File: src/rtl/psum_accumulator_if.sv
// Stream bundle between the NoC psum input and the packetizer output of psum_accumulator.
// The master side is the environment (producer and packetizer); the slave side is the accumulator.
interface psum_accumulator_if #(
   parameter int unsigned PWIDTH = 47,
   parameter int unsigned DWIDTH = 8
);
   logic [PWIDTH-1:0] in_data;
   logic              in_valid;
   logic              in_ready;
   logic [DWIDTH-1:0] out_data;
   logic              out_valid;
   logic              out_ready;

   modport master (
      output in_data,
      output in_valid,
      output out_ready,
      input  in_ready,
      input  out_data,
      input  out_valid
   );

   modport slave (
      input  in_data,
      input  in_valid,
      input  out_ready,
      output in_ready,
      output out_data,
      output out_valid
   );
endinterface

File: src/rtl/psum_accumulator.sv
// Sums one partial sum from each of NUM_SRC sources, saturates to DWIDTH bits and
// hands the result to the packetizer; duplicates stall, misrouted packets are dropped.
module psum_accumulator #(
   parameter int unsigned DWIDTH     = 8,
   parameter int unsigned PWIDTH     = 47,
   parameter int unsigned NUM_SRC    = 3,
   parameter logic [2:0]  ADDER_ADDR = 3'b100
) (
   input  logic                    clk,
   input  logic                    rst,
   psum_accumulator_if.slave       bus,
   output logic                    sat_flag,
   output logic [7:0]              err_count,
   output logic [15:0]             out_count
);

   localparam int unsigned AWIDTH = DWIDTH + 3;
   localparam logic [3:0]  NSRC   = 4'(NUM_SRC);

   typedef enum logic {
      ACCUM,
      OUTPUT
   } state_t;

   state_t              state, state_n;
   logic [AWIDTH-1:0]   acc, acc_n;
   logic [NUM_SRC-1:0]  mask, mask_n;
   logic [DWIDTH-1:0]   out_data_q, out_data_n;
   logic                out_valid_q, out_valid_n;
   logic                sat_n;
   logic [7:0]          err_n;
   logic [15:0]         cnt_n;

   logic [2:0]          dest;
   logic [2:0]          src;
   logic [DWIDTH-1:0]   psum;
   logic                in_range;
   logic                misroute;
   logic [NUM_SRC-1:0]  src_bit;
   logic                dup;
   logic                ready;
   logic                accept;
   logic [AWIDTH-1:0]   acc_sum;
   logic [NUM_SRC-1:0]  mask_sum;
   logic                over;
   logic                unused_bits;

   assign dest = bus.in_data[45:43];
   assign src  = bus.in_data[42:40];
   assign psum = bus.in_data[DWIDTH-1:0];

   // Type bit and the padding between src and psum carry nothing for this stage.
   assign unused_bits = ^{bus.in_data[PWIDTH-1], bus.in_data[PWIDTH-8:DWIDTH]};

   always_comb begin
      in_range = ({1'b0, src} < NSRC);
      misroute = (dest != ADDER_ADDR) || !in_range;
      src_bit  = '0;
      for (int unsigned i = 0; i < NUM_SRC; i++) begin
         src_bit[i] = in_range && (src == 3'(i));
      end
      dup      = |(mask & src_bit);
      ready    = !rst && (state == ACCUM) && !(bus.in_valid && !misroute && dup);
      accept   = bus.in_valid && ready;
      acc_sum  = acc + {3'b000, psum};
      mask_sum = mask | src_bit;
      over     = |acc_sum[AWIDTH-1:DWIDTH];
   end

   assign bus.in_ready  = ready;
   assign bus.out_data  = out_data_q;
   assign bus.out_valid = out_valid_q;

   always_comb begin
      state_n     = state;
      acc_n       = acc;
      mask_n      = mask;
      out_data_n  = out_data_q;
      out_valid_n = out_valid_q;
      sat_n       = sat_flag;
      err_n       = err_count;
      cnt_n       = out_count;
      case (state)
         ACCUM: begin
            if (accept) begin
               if (misroute) begin
                  err_n = (&err_count) ? err_count : err_count + 8'd1;
               end else begin
                  acc_n  = acc_sum;
                  mask_n = mask_sum;
                  if (&mask_sum) begin
                     out_valid_n = 1'b1;
                     out_data_n  = over ? '1 : acc_sum[DWIDTH-1:0];
                     sat_n       = over;
                     state_n     = OUTPUT;
                  end
               end
            end
         end
         OUTPUT: begin
            if (out_valid_q && bus.out_ready) begin
               out_valid_n = 1'b0;
               acc_n       = '0;
               mask_n      = '0;
               cnt_n       = out_count + 16'd1;
               state_n     = ACCUM;
            end
         end
         default: state_n = ACCUM;
      endcase
   end

   always_ff @(posedge clk) begin
      if (rst) begin
         state <= ACCUM;
      end else begin
         state <= state_n;
      end
   end

   always_ff @(posedge clk) begin
      if (rst) begin
         acc         <= '0;
         mask        <= '0;
         out_data_q  <= '0;
         out_valid_q <= 1'b0;
         sat_flag    <= 1'b0;
         err_count   <= '0;
         out_count   <= '0;
      end else begin
         acc         <= acc_n;
         mask        <= mask_n;
         out_data_q  <= out_data_n;
         out_valid_q <= out_valid_n;
         sat_flag    <= sat_n;
         err_count   <= err_n;
         out_count   <= cnt_n;
      end
   end

endmodule
File: src/flat_wrapper.sv
// flat-port wrapper written by rule: the top's interface ports become plain ports
module psum_accumulator_flat 
#(
   parameter int unsigned DWIDTH     = 8,
   parameter int unsigned PWIDTH     = 47,
   parameter int unsigned NUM_SRC    = 3,
   parameter logic [2:0]  ADDER_ADDR = 3'b100
)
  (clk, rst, sat_flag, err_count, out_count, bus_in_data, bus_in_valid, bus_out_ready, bus_in_ready, bus_out_data, bus_out_valid);
  psum_accumulator_if #(.PWIDTH(PWIDTH), .DWIDTH(DWIDTH)) bus_i ();
  input  logic clk;
  input  logic rst;
  output logic sat_flag;
  output logic [7:0] err_count;
  output logic [15:0] out_count;
  input wire logic [$bits(bus_i.in_data)-1:0] bus_in_data;
  input wire logic [$bits(bus_i.in_valid)-1:0] bus_in_valid;
  input wire logic [$bits(bus_i.out_ready)-1:0] bus_out_ready;
  output wire logic [$bits(bus_i.in_ready)-1:0] bus_in_ready;
  output wire logic [$bits(bus_i.out_data)-1:0] bus_out_data;
  output wire logic [$bits(bus_i.out_valid)-1:0] bus_out_valid;
  assign bus_i.in_data = bus_in_data;
  assign bus_i.in_valid = bus_in_valid;
  assign bus_i.out_ready = bus_out_ready;
  assign bus_in_ready = bus_i.in_ready;
  assign bus_out_data = bus_i.out_data;
  assign bus_out_valid = bus_i.out_valid;
  psum_accumulator #(.DWIDTH(DWIDTH), .PWIDTH(PWIDTH), .NUM_SRC(NUM_SRC), .ADDER_ADDR(ADDER_ADDR)) u_core (.clk(clk), .rst(rst), .bus(bus_i), .sat_flag(sat_flag), .err_count(err_count), .out_count(out_count));
endmodule
File: config.mk
export PLATFORM = sky130hd
export DESIGN_NAME = psum_accumulator_flat
export DESIGN_NICKNAME = d
export VERILOG_FILES = /design/src/rtl/psum_accumulator_if.sv /design/src/rtl/psum_accumulator.sv /design/src/flat_wrapper.sv
export SDC_FILE = /design/constraint.sdc
export NUM_CORES = 1
export LEC_CHECK = 0
export BUFFER_PORTS_ARGS = -buffer_cell sky130_fd_sc_hd__buf_2
export CELL_PAD_IN_SITES_DETAIL_PLACEMENT = 1
export CELL_PAD_IN_SITES_GLOBAL_PLACEMENT = 2
export CORE_MARGIN = 5
export CORE_UTILIZATION = 26
export DETAILED_ROUTE_END_ITERATION = 8
export PLACE_DENSITY_LB_ADDON = 0.1
export SYNTH_ARGS = -nofsm -noshare
export SYNTH_HDL_FRONTEND = slang
export SYNTH_SLANG_ARGS = --single-unit
File: constraint.sdc
create_clock -name clk -period 2.23 [get_ports clk]
set_input_delay 0 -clock clk [delete_from_list [all_inputs] [get_ports clk]]
set_output_delay 0 -clock clk [all_outputs]
set_load 0.1 [all_outputs]
==> results of run 1 <==
-- cell usage in the layout, fill, tap and decap left out, drive strengths merged, types with 2 or more instances in the layout --
| cell | netlist | final |
|---|---|---|
| nand4 | 6 | 6 |
| o211ai | 2 | 2 |
| or3 | 4 | 4 |
| ha | 10 | 10 |
| a22oi | 3 | 3 |
| a211oi | 10 | 10 |
| xor2 | 15 | 15 |
| dfxtp | 49 | 49 |
| nor2b | 3 | 3 |
| nor3 | 9 | 9 |
| a21oi | 12 | 12 |
| and3 | 4 | 4 |
| a31oi | 5 | 5 |
| a21o | 4 | 4 |
| buf | 6 | 72 |
| mux2 | 2 | 2 |
| and2 | 4 | 4 |
| mux2i | 3 | 3 |
| nand2 | 16 | 16 |
| a31o | 3 | 3 |
| nand3 | 10 | 10 |
| xnor2 | 11 | 11 |
| inv | 10 | 10 |
| o21ai | 8 | 8 |
| nor3b | 2 | 2 |
| nor2 | 55 | 55 |
| clkbuf | 7 | 6 |
-- where the power goes --
part	switching, W	total, W	internal [W]
logic	0.0000876	0.000132	0.0000446
registers	0.00000322	0.000881	0.000877
clock network	0.000311	0.000676	0.000365
total	0.000402	0.00169	0.00129
-- state kept, by name, summed over array words and instances, names as in the netlist --
signal,cells
u_core.err_count,8
u_core.out_count,16
u_core.bus.out_valid,1
u_core.bus.out_data,8
u_core.acc,11
u_core.mask,3
u_core.sat_flag,1
u_core.state,1
-- worst max-delay path, cell delays in order, from the launching register on --
cell	delay, ns
dfxtp_1	0.34
ha_1	0.29
a21o_1	0.21
a221o_1	0.37
a41oi_2	0.24
nand3_2	0.13
o22ai_4	0.20
buf_6	0.14
a211oi_1	0.07
-- synth_stat cells (all sizes together) (2+ instances only) --
cell type,count
a211oi,10
a21o,4
a21oi,12
a22oi,3
a31o,3
a31oi,5
and2,4
and3,4
buf,6
clkbuf,7
dfxtp,49
ha,10
inv,10
mux2,2
mux2i,3
nand2,16
nand3,10
nand4,6
nor2,55
nor2b,3
nor3,9
nor3b,2
o211ai,2
o21ai,8
or3,4
xnor2,11
xor2,15
-- cell families after synthesis --
logic type / after synthesis
muxes: 5
buffers and inverters: 23
and+or+nand+nor: 120
AOI/OAI and AO/OA: 56
adders and majority gates: 11
DFF: 49
xor gates and xnor gates: 26
-- timing repair --
item | CTS | global route
buffers inserted | 0 | 1
endpoints found under the setup margin | 5 | 11
cloned | 0 | 0
gates resized for setup | 2 | 14
pin swaps | 0 | 4
-- worst paths after layout --
check | cells after the start | endpoint | from | slack [ns]
setup / recovery | 8 | u_core.bus.out_data[0] | u_core.acc[5] | 0.11
hold / removal | 4 | u_core.state | bus_out_ready | 0.03
setup reg to reg | 8 | u_core.bus.out_data[0] | u_core.acc[5] | 0.11
hold reg to reg | 2 | u_core.acc[0] | u_core.acc[0] | 0.47
-- per-stage QoR --
step / power (W) / instances / setup slack (ns)
global route: 0.00179 / 490 / 0.00292
CTS: 0.00173 / 489 / 0.00120
floorplan: 0.000986 / 290 / 0.00690
finish: 0.00169 / 490 / 0.109
global placement: 0.00103 / 481 / 0.0154
detailed placement: 0.00103 / 481 / 0.00886
-- layer usage --
metal / up-vias / routed length, um / global-route usage [%]
li1: 1141 / - / -
met1: 1059 / 3240 / 15.3
met2: 37 / 3120 / 19.3
met3: 6 / 267 / 3.26
met4: 2 / 53 / 2.98
met5: - / 20 / 0
-- layout make-up --
cell class	instances	share of cell area, %
clock buffers	6	2.52
clock inverters	2	1.15
inverters	10	1.15
multi-input cells	218	46.6
flip-flops and latches	49	30.4
well taps	133	5.09
repair buffers	72	13.2
==> flow_metrics.py, run 1 <==
metrics = {
    "layout": {
        "fin_util_pct": 33.8,
        "multi_input_comb_area_um2": 1520,
        "area_growth_syn_to_layout_pct": 28.1,
        "share_of_post_route_cells_with_drive_strength_above_1_pct": 33.9,
        "nets": 418,
        "fillerInstances": 1157,
        "seq_area_um2": 993,
        "antennaDiodeCount": 0,
        "final_design_area_no_fill_um2": 3270,
    },
    "die": {
        "starting_density_of_the_core_pct": 26.4,
        "dieWidth_um": 109,
        "floorplan.io_pins": 86,
        "design.core.area_um2": 9680,
        "count_of_standard_cell_rows": 36,
        "die_h_um": 109,
        "fp.dieArea_um2": 11900,
    },
    "timing": {
        "finalMaxSlewViolations": 0,
        "fin_worst_hold_slack_ns": 0.0257,
        "slew_headroom_pct": 62.0,
        "setup_viol": 0,
        "period_share_pct": 95.1,
        "rsz0062_at_grt": "no",
        "final.min_clock_period_ns": 2.12,
        "clock.fmax_ghz": 0.471,
        "worst-slew-pin-transition_ns": 0.570,
        "final.setup_skew_ns": 0.00676,
        "setup_tns_ns": 0,
        "finalHoldViolations": 0,
    },
    "synthesis": {
        "asyncSetResetFlopFracSynth_pct": 0,
        "synth_top_family_by_area": "simple AND/OR/NAND/NOR gates",
        "synth.area.mux_share_pct": 2.06,
        "mappedNetlistArea_um2": 2550,
        "netlist-cell-type-count": 54,
        "synth.net_count": 352,
        "synth_seq_cells": 49,
        "yosys.area_share.xor_xnor_pct": 8.91,
        "synthAdderAreaFrac_pct": 5.68,
        "synth_flop_cell": "dfxtp_1",
        "compound_gate_portion_of_the_synthesized_area_pct": 16.9,
        "synth.avg_cell_area_um2": 8.81,
        "yosysTopAreaCellShare_pct": 38.4,
        "yosysSeqAreaShare_pct": 38.4,
        "synth_simple_gate_area_share_pct": 22.9,
        "synth_area_leader_cell": "dfxtp_1",
        "dominant_cells_by_area_after_synthesis": "dfxtp_1 (38%), nor2_1 (8.1%), xor2_1 (5.1%)",
        "synth-edff-count": 0,
        "yosysWarnings": 0,
        "syn-instance-count": 290,
    },
    "grt": {
        "grt_first_pass_wirelength_mm": 11.2,
        "grt.overflow.total": 0,
        "via_count_of_the_first_global_routing_pass": 2297,
        "grt_start_max_net_pins": 51,
        "grt.total_usage_pct": 11.8,
        "initial_antenna_violation_count": 1,
    },
    "power": {
        "pwr_density_cell_nw_per_um2": 516,
        "p_leak_nw": 1.34,
        "largest_vdd_supply_drop_mv": 0.221,
    },
    "setup_path": {
        "timing.critical_path.arrival_ns": 2.28,
        "critPathKind": "flip-flop to flip-flop",
        "cp_data_required_time_ns": 2.39,
        "worst_setup_path_end_kind": "flip-flop",
        "worst-path-max-fanout": 5,
        "timing.critical_path.from_type": "flip-flop",
    },
    "job": {
        "max-cap-violations": 0,
    },
    "clock_tree": {
        "clock_sinks": 49,
        "clk_root_buffer_cell": "clkbuf_8",
        "cts.hold.buffers_added": 0,
        "tritoncts": "done",
        "clock_tree.buffer_depth": 2,
        "cts_inserted_buffers": 5,
        "worst_skew_pair.late_latency_ns": 0.30,
        "clk_pin_slew_ns": 0.09,
        "number_of_h_tree_levels": 2,
    },
    "place": {
        "gp_congestion": 0.666,
        "dp_hpwl_mm": 4.91,
        "io_buffer_count": 52,
        "detailed_place.area_um2": 3060,
    },
    "route": {
        "initialDrtViolationCount": 59,
        "postRouteWirelength_mm": 6.70,
        "post_detailed_route_via_to_cell_ratio": 4.58,
        "routedWlPerCell_um": 13.7,
        "remaining_drc_errors": 0,
        "firstDrtPassIters": 4,
        "drt.antenna.violating_nets": 0,
        "routed-via-count": 2245,
    },
    "run_status": {
        "run_status": "complete, no violations",
    },
    "hold_path": {
        "holdCritPathClass": "input port to flip-flop",
    },
}
No activity file was read; power rests on OpenSTA's default activity.
==> run 2: changes to the inputs <==
--- a/config.mk
+++ b/config.mk
@@ -9,7 +9,8 @@
 export CELL_PAD_IN_SITES_DETAIL_PLACEMENT = 1
 export CELL_PAD_IN_SITES_GLOBAL_PLACEMENT = 2
 export CORE_MARGIN = 5
-export CORE_UTILIZATION = 26
+export CORE_UTILIZATION = 27
+export CTS_BUF_LIST = sky130_fd_sc_hd__clkbuf_4
 export DETAILED_ROUTE_END_ITERATION = 8
 export PLACE_DENSITY_LB_ADDON = 0.1
 export SYNTH_ARGS = -nofsm -noshare
==> flow_metrics.py, run 2 (synthesized netlist as in run 1, its figures left out) <==
metrics = {
    "run_status": {
        "run_status": "complete, no violations",
    },
    "grt": {
        "grt_start_max_net_pins": 51,
        "grt.overflow.total": 0,
        "grt_first_pass_wirelength_mm": 11.3,
        "groute.layer.met3.usage_pct": 2.64,
        "grt_use_met2_pct": 20.5,
        "grt.total_usage_pct": 12.1,
        "grt_use_met1_pct": 15.7,
        "initial_antenna_violation_count": 0,
        "grt_busiest_layer": "met2",
        "via_count_of_the_first_global_routing_pass": 2335,
    },
    "layout": {
        "fillerInstances": 1121,
        "mostFrequentLayoutCell": "nor2_1",
        "fin_util_pct": 35.6,
        "area_growth_syn_to_layout_pct": 28.7,
        "share_of_post_route_cells_with_drive_strength_above_1_pct": 34.7,
        "commonest_cells_after_routing_fill_and_taps_aside": "nor2_1 (55), buf_2 (52), dfxtp_1 (39)",
        "nets": 424,
        "seq_area_um2": 993,
        "antennaDiodeCount": 0,
        "largest_reg_flops": 16,
        "regMostFlops": "u_core.out_count",
        "multi_input_comb_area_um2": 1550,
        "reg.largest.list": "u_core.out_count: 16 flops, u_core.acc: 11 flops",
        "fin_cells": 492,
    },
    "place": {
        "gp_congestion": 0.716,
        "placed_cells_incl_taps": 481,
        "dp_hpwl_mm": 5.01,
        "io_buffer_count": 52,
    },
    "power": {
        "p_leak_nw": 1.35,
        "pwr-share-comb_pct": 8.8,
        "part_of_the_power_in_the_clock_network_pct": 34.6,
        "int_pwr_w": 0.00117,
        "power.sequential.fraction_pct": 56.6,
        "swShare_pct": 24.7,
        "power_switching_w": 0.000385,
        "pwr_density_cell_nw_per_um2": 474,
        "largest_vdd_supply_drop_mv": 0.235,
    },
    "job": {
        "max-cap-violations": 0,
    },
    "die": {
        "fp.dieArea_um2": 11500,
        "count_of_standard_cell_rows": 35,
        "die_h_um": 107,
        "dieWidth_um": 107,
        "design.core.area_um2": 9240,
        "starting_density_of_the_core_pct": 27.7,
        "floorplan.io_pins": 86,
    },
    "route": {
        "routedWlPerCell_um": 13.8,
        "routed-via-count": 2316,
        "post_detailed_route_via_to_cell_ratio": 4.71,
        "firstDrtPassIters": 3,
        "initialDrtViolationCount": 28,
        "postRouteWirelength_mm": 6.80,
        "remaining_drc_errors": 0,
        "drt.antenna.violating_nets": 0,
    },
    "clock_tree": {
        "number_of_h_tree_levels": 2,
        "clock_tree.buffer_depth": 2,
        "tritoncts": "done",
        "clk_root_buffer_cell": "clkbuf_4",
        "clk_pin_slew_ns": 0.14,
        "clock_sinks": 49,
        "worst_skew_pair.late_latency_ns": 0.37,
        "cts_inserted_buffers": 5,
    },
    "setup_path": {
        "timing.critical_path.arrival_ns": 2.36,
        "cp_data_required_time_ns": 2.46,
        "worstRegToRegCells": 8,
        "timing.critical_path.from_type": "flip-flop",
        "worst_setup_path_end_kind": "flip-flop",
        "regToRegEndpoint": "u_core.bus.out_data[7]",
        "crit-reg2reg-launch": "u_core.acc[5]",
        "worst-path-max-fanout": 4,
        "critPathKind": "flip-flop to flip-flop",
        "r2r_setup_slack_ns": 0.11,
    },
    "timing": {
        "finalMaxSlewViolations": 0,
        "final.setup_skew_ns": 0.00948,
        "final.min_clock_period_ns": 2.12,
        "finalHoldViolations": 0,
        "clock.fmax_ghz": 0.471,
        "worst-slew-pin-transition_ns": 0.588,
        "slew_headroom_pct": 60.8,
        "period_share_pct": 95.2,
        "setup_viol": 0,
        "fin_worst_hold_slack_ns": 0.0573,
    },
    "hold_path": {
        "min_delay_worst_endpoint": "u_core.acc[0]",
        "worst_hold_startpoint": "bus_in_data[0]",
        "hold-path-cell-count": 4,
        "holdCritPathClass": "input port to flip-flop",
    },
}
run 2: metrics by stage:
| step | cell area, um2 | total power [W] | setup TNS, ns | setup slack [ns] |
|---|---|---|---|---|
| floorplan | 2570 | 0.000986 | 0 | 0.00690 |
| global placement | 3070 | 0.00103 | 0 | 0.0238 |
| detailed placement | 3070 | 0.00103 | -0.130 | -0.0238 |
| CTS | 3180 | 0.00160 | 0 | 0.00435 |
| global route | 3290 | 0.00164 | -0.00724 | -0.00724 |
| finish | 3290 | 0.00156 | 0 | 0.106 |
run 2: cell type report:
cell class,instances,area share (%)
Inverter,10,1.14
Sequential cell,49,30.2
Clock buffer,6,1.37
Tap cell,129,4.91
Clock inverter,2,1.03
Multi-Input combinational cell,218,47.2
Timing Repair Buffer,78,14.1
run 2: power by group through the flow:
stage / Combinational (W) / Clock, W / Sequential (W)
3_5_place_dp: 0.000129 / 0 / 0.000901
3_3_place_gp: 0.000129 / 0 / 0.000901
5_1_grt: 0.000149 / 0.000610 / 0.000884
4_1_cts: 0.000132 / 0.000582 / 0.000883
6_report: 0.000137 / 0.000539 / 0.000882
2_1_floorplan: 0.0000685 / 0 / 0.000918
run 2: repair_timing:
action                                  4_1_cts  5_1_grt
hold buffers                                  1        0
endpoints found under the hold margin         1        0
pin swaps                                     2        6
endpoints found under the setup margin        9       12
buffers inserted                              0        2
gates resized for setup                       5       15
run 2: layer usage:
layer	wire length (um)	up-vias
met1	3240	1114
met4	67	0
met3	267	6
li1	-	1162
met2	3230	34
met5	0	-
run 2: worst max-delay path by stage:
stage / start / endpoint / depth (start not counted)
3_5_place_dp: u_core.acc[0] / u_core.bus.out_data[6] / 11
2_1_floorplan: u_core.out_count[0] / u_core.out_count[13] / 5
5_1_grt: u_core.acc[0] / u_core.bus.out_data[7] / 11
3_3_place_gp: u_core.acc[6] / u_core.bus.out_data[0] / 8
6_report: u_core.acc[5] / u_core.bus.out_data[7] / 8
4_1_cts: u_core.acc[6] / u_core.bus.out_data[1] / 8
run 2: worst max-delay path, stage by stage (launching register included):
cell	delay, ns
dfxtp_1	0.34
ha_1	0.29
a21o_1	0.21
a221o_1	0.37
a41oi_2	0.24
nand3_2	0.13
o22ai_4	0.21
buf_6	0.15
a211oi_1	0.07
==> run 3: changes to the inputs <==
==> config.mk (replaced) <==
export PLATFORM = sky130hd
export DESIGN_NAME = psum_accumulator_flat
export DESIGN_NICKNAME = d
export VERILOG_FILES = /design/src/rtl/psum_accumulator_if.sv /design/src/rtl/psum_accumulator.sv /design/src/flat_wrapper.sv
export SDC_FILE = /design/constraint.sdc
export NUM_CORES = 1
export LEC_CHECK = 0
export CORE_MARGIN = 5
export CORE_UTILIZATION = 40
export CTS_BUF_LIST = sky130_fd_sc_hd__clkbuf_4
export CTS_CLUSTER_SIZE = 16
export DETAILED_ROUTE_END_ITERATION = 8
export DONT_BUFFER_PORTS = 1
export SYNTH_ARGS = -nofsm -noshare
export SYNTH_HDL_FRONTEND = slang
export SYNTH_SLANG_ARGS = --single-unit
==> flow_metrics.py, run 3 (synthesized netlist as in run 1, its figures left out) <==
metrics = {
    "route": {
        "routedWlPerCell_um": 13.6,
        "drt.antenna.violating_nets": 0,
        "remaining_drc_errors": 0,
        "firstDrtPassIters": 4,
        "postRouteWirelength_mm": 5.81,
        "post_detailed_route_via_to_cell_ratio": 5.13,
        "initialDrtViolationCount": 78,
        "routed-via-count": 2185,
    },
    "setup_path": {
        "timing.critical_path.slowest_stage_cell": "fa_1",
        "cp_data_required_time_ns": 2.49,
        "worst-path-max-fanout": 3,
        "critPathKind": "flip-flop to flip-flop",
        "timing.critical_path.arrival_ns": 2.37,
        "r2r_setup_slack_ns": 0.12,
        "worst_setup_path_end_kind": "flip-flop",
        "timing.critical_path.from_type": "flip-flop",
        "cell_breakdown_of_the_critical_path": "ha_1, inv_1, fa_1, nand2b_4, a21oi_4, a41o_2, nand3_1, o22ai_4, buf_4, a211oi_2",
        "crit_path_max_incr_delay_ns": 0.38,
    },
    "die": {
        "fp.dieArea_um2": 8090,
        "die_h_um": 89.9,
        "dieWidth_um": 89.9,
        "design.core.area_um2": 6280,
        "starting_density_of_the_core_pct": 40.7,
        "floorplan.io_pins": 86,
        "count_of_standard_cell_rows": 29,
    },
    "clock_tree": {
        "post_cts_buffers": 0,
        "number_of_h_tree_levels": 2,
        "cts_inserted_buffers": 5,
        "clock_sinks": 49,
        "tritoncts": "done",
        "clock_tree.buffer_depth": 2,
        "worst_skew_pair.late_latency_ns": 0.37,
        "clk_root_buffer_cell": "clkbuf_4",
        "clk_pin_slew_ns": 0.15,
    },
    "layout": {
        "largest_reg_flops": 16,
        "mostFrequentLayoutCell": "nor2_1",
        "fin_util_pct": 52.0,
        "fillerInstances": 609,
        "commonest_cells_after_routing_fill_and_taps_aside": "nor2_1 (55), buf_4 (50), dfxtp_1 (39)",
        "nets": 410,
        "antennaDiodeCount": 0,
        "area_growth_syn_to_layout_pct": 27.7,
        "share_of_post_route_cells_with_drive_strength_above_1_pct": 27.8,
        "reg.largest.list": "u_core.out_count: 16 flops, u_core.acc: 11 flops",
        "regMostFlops": "u_core.out_count",
    },
    "timing": {
        "fin_worst_hold_slack_ns": 0.0402,
        "final.min_clock_period_ns": 2.11,
        "period_share_pct": 94.5,
        "rsz0062_at_grt": "no",
        "finalMaxSlewViolations": 0,
        "final.setup_skew_ns": 0.0162,
        "slew_headroom_pct": 66.1,
        "clock.fmax_ghz": 0.474,
        "worst-slew-pin-transition_ns": 0.506,
        "setup_tns_ns": 0,
        "setup_viol": 0,
        "finalHoldViolations": 0,
    },
    "power": {
        "largest_vdd_supply_drop_mv": 0.277,
        "finalPower_w": 0.00153,
        "p_leak_nw": 1.29,
        "pwr_density_cell_nw_per_um2": 469,
    },
    "grt": {
        "grt_first_pass_wirelength_mm": 10.0,
        "via_count_of_the_first_global_routing_pass": 2079,
        "grt.overflow.total": 0,
        "initial_antenna_violation_count": 0,
        "grt.total_usage_pct": 14.5,
        "grt_start_max_net_pins": 50,
    },
    "job": {
        "max-cap-violations": 0,
    },
    "place": {
        "gp_congestion": 0.822,
        "dp_hpwl_mm": 4.19,
        "io_buffer_count": 0,
    },
    "run_status": {
        "run_status": "complete, no violations",
    },
    "hold_path": {
        "holdCritPathClass": "input port to flip-flop",
    },
}
## run 3: cell types whose count changed in the layout (fill, tap and decap cells not counted), moves of 2 or more
cell	previous run	this run
buf_2	52	0
buf_4	23	50
dlygate4sd3_1	1	12
ha_1	7	9
ha_4	3	1
nand3_1	8	10
## run 3: timing repair
action                     CTS  global route
hold buffers                12             1
hold endpoints to repair    49             1
resized for setup            1            12
pin swaps                    0             4
setup endpoints to repair    5            10
## run 3: path summary, 6_finish.rpt
path / cells after the start / endpoint / from
max: 10 / u_core.bus.out_data[6] / u_core.acc[0]
min: 4 / u_core.err_count[0] / rst
min reg2reg: 2 / u_core.acc[0] / u_core.acc[0]
max reg2reg: 10 / u_core.bus.out_data[6] / u_core.acc[0]
## run 3: critical path, delay by kind of cell, from the launching register on
family / cells / cell delay [ns]
adder cells (fa/ha/maj): 2 / 0.53
buffers and inverters: 2 / 0.22
AO/OA/AOI/OAI: 4 / 0.63
AND/OR/NAND/NOR: 2 / 0.28
flip-flops: 1 / 0.35
## run 3: layout make-up
class                      count  area, um2  share of cell area (%)
tap                           77       96.3                    2.95
inverter                      10       37.5                    1.15
clock buffer                   5       37.5                    1.15
timing repair buffer          64        527                    16.1
multi-input combinational    218       1530                    46.9
clock inverter                 3       41.3                    1.27
sequential                    49        993                    30.5
## run 3: where the power goes
group | switching (W) | internal, W | total (W)
Combinational | 0.0000773 | 0.0000491 | 0.000126
Sequential | 0.00000193 | 0.000879 | 0.000881
Clock | 0.000289 | 0.000233 | 0.000521
## run 3: metrics by stage
step | std cells | worst slack (ns) | instance area, um2
2_1_floorplan | 290 | 0.00690 | 2570
3_5_place_dp | 405 | -0.0175 | 2970
6_report | 426 | 0.122 | 3260
3_3_place_gp | 405 | 0.00873 | 2970
4_1_cts | 425 | 0.00420 | 3180
5_1_grt | 426 | 0.00798 | 3260
## run 3: metal layers
layer / vias to the layer above / track usage, % / share of wire (%)
met5: - / 0 / 0
met4: 0 / 4.47 / 1.3
met3: 8 / 3.84 / 4.8
met2: 37 / 24.1 / 50
met1: 1008 / 18.2 / 44
li1: 1132 / - / -
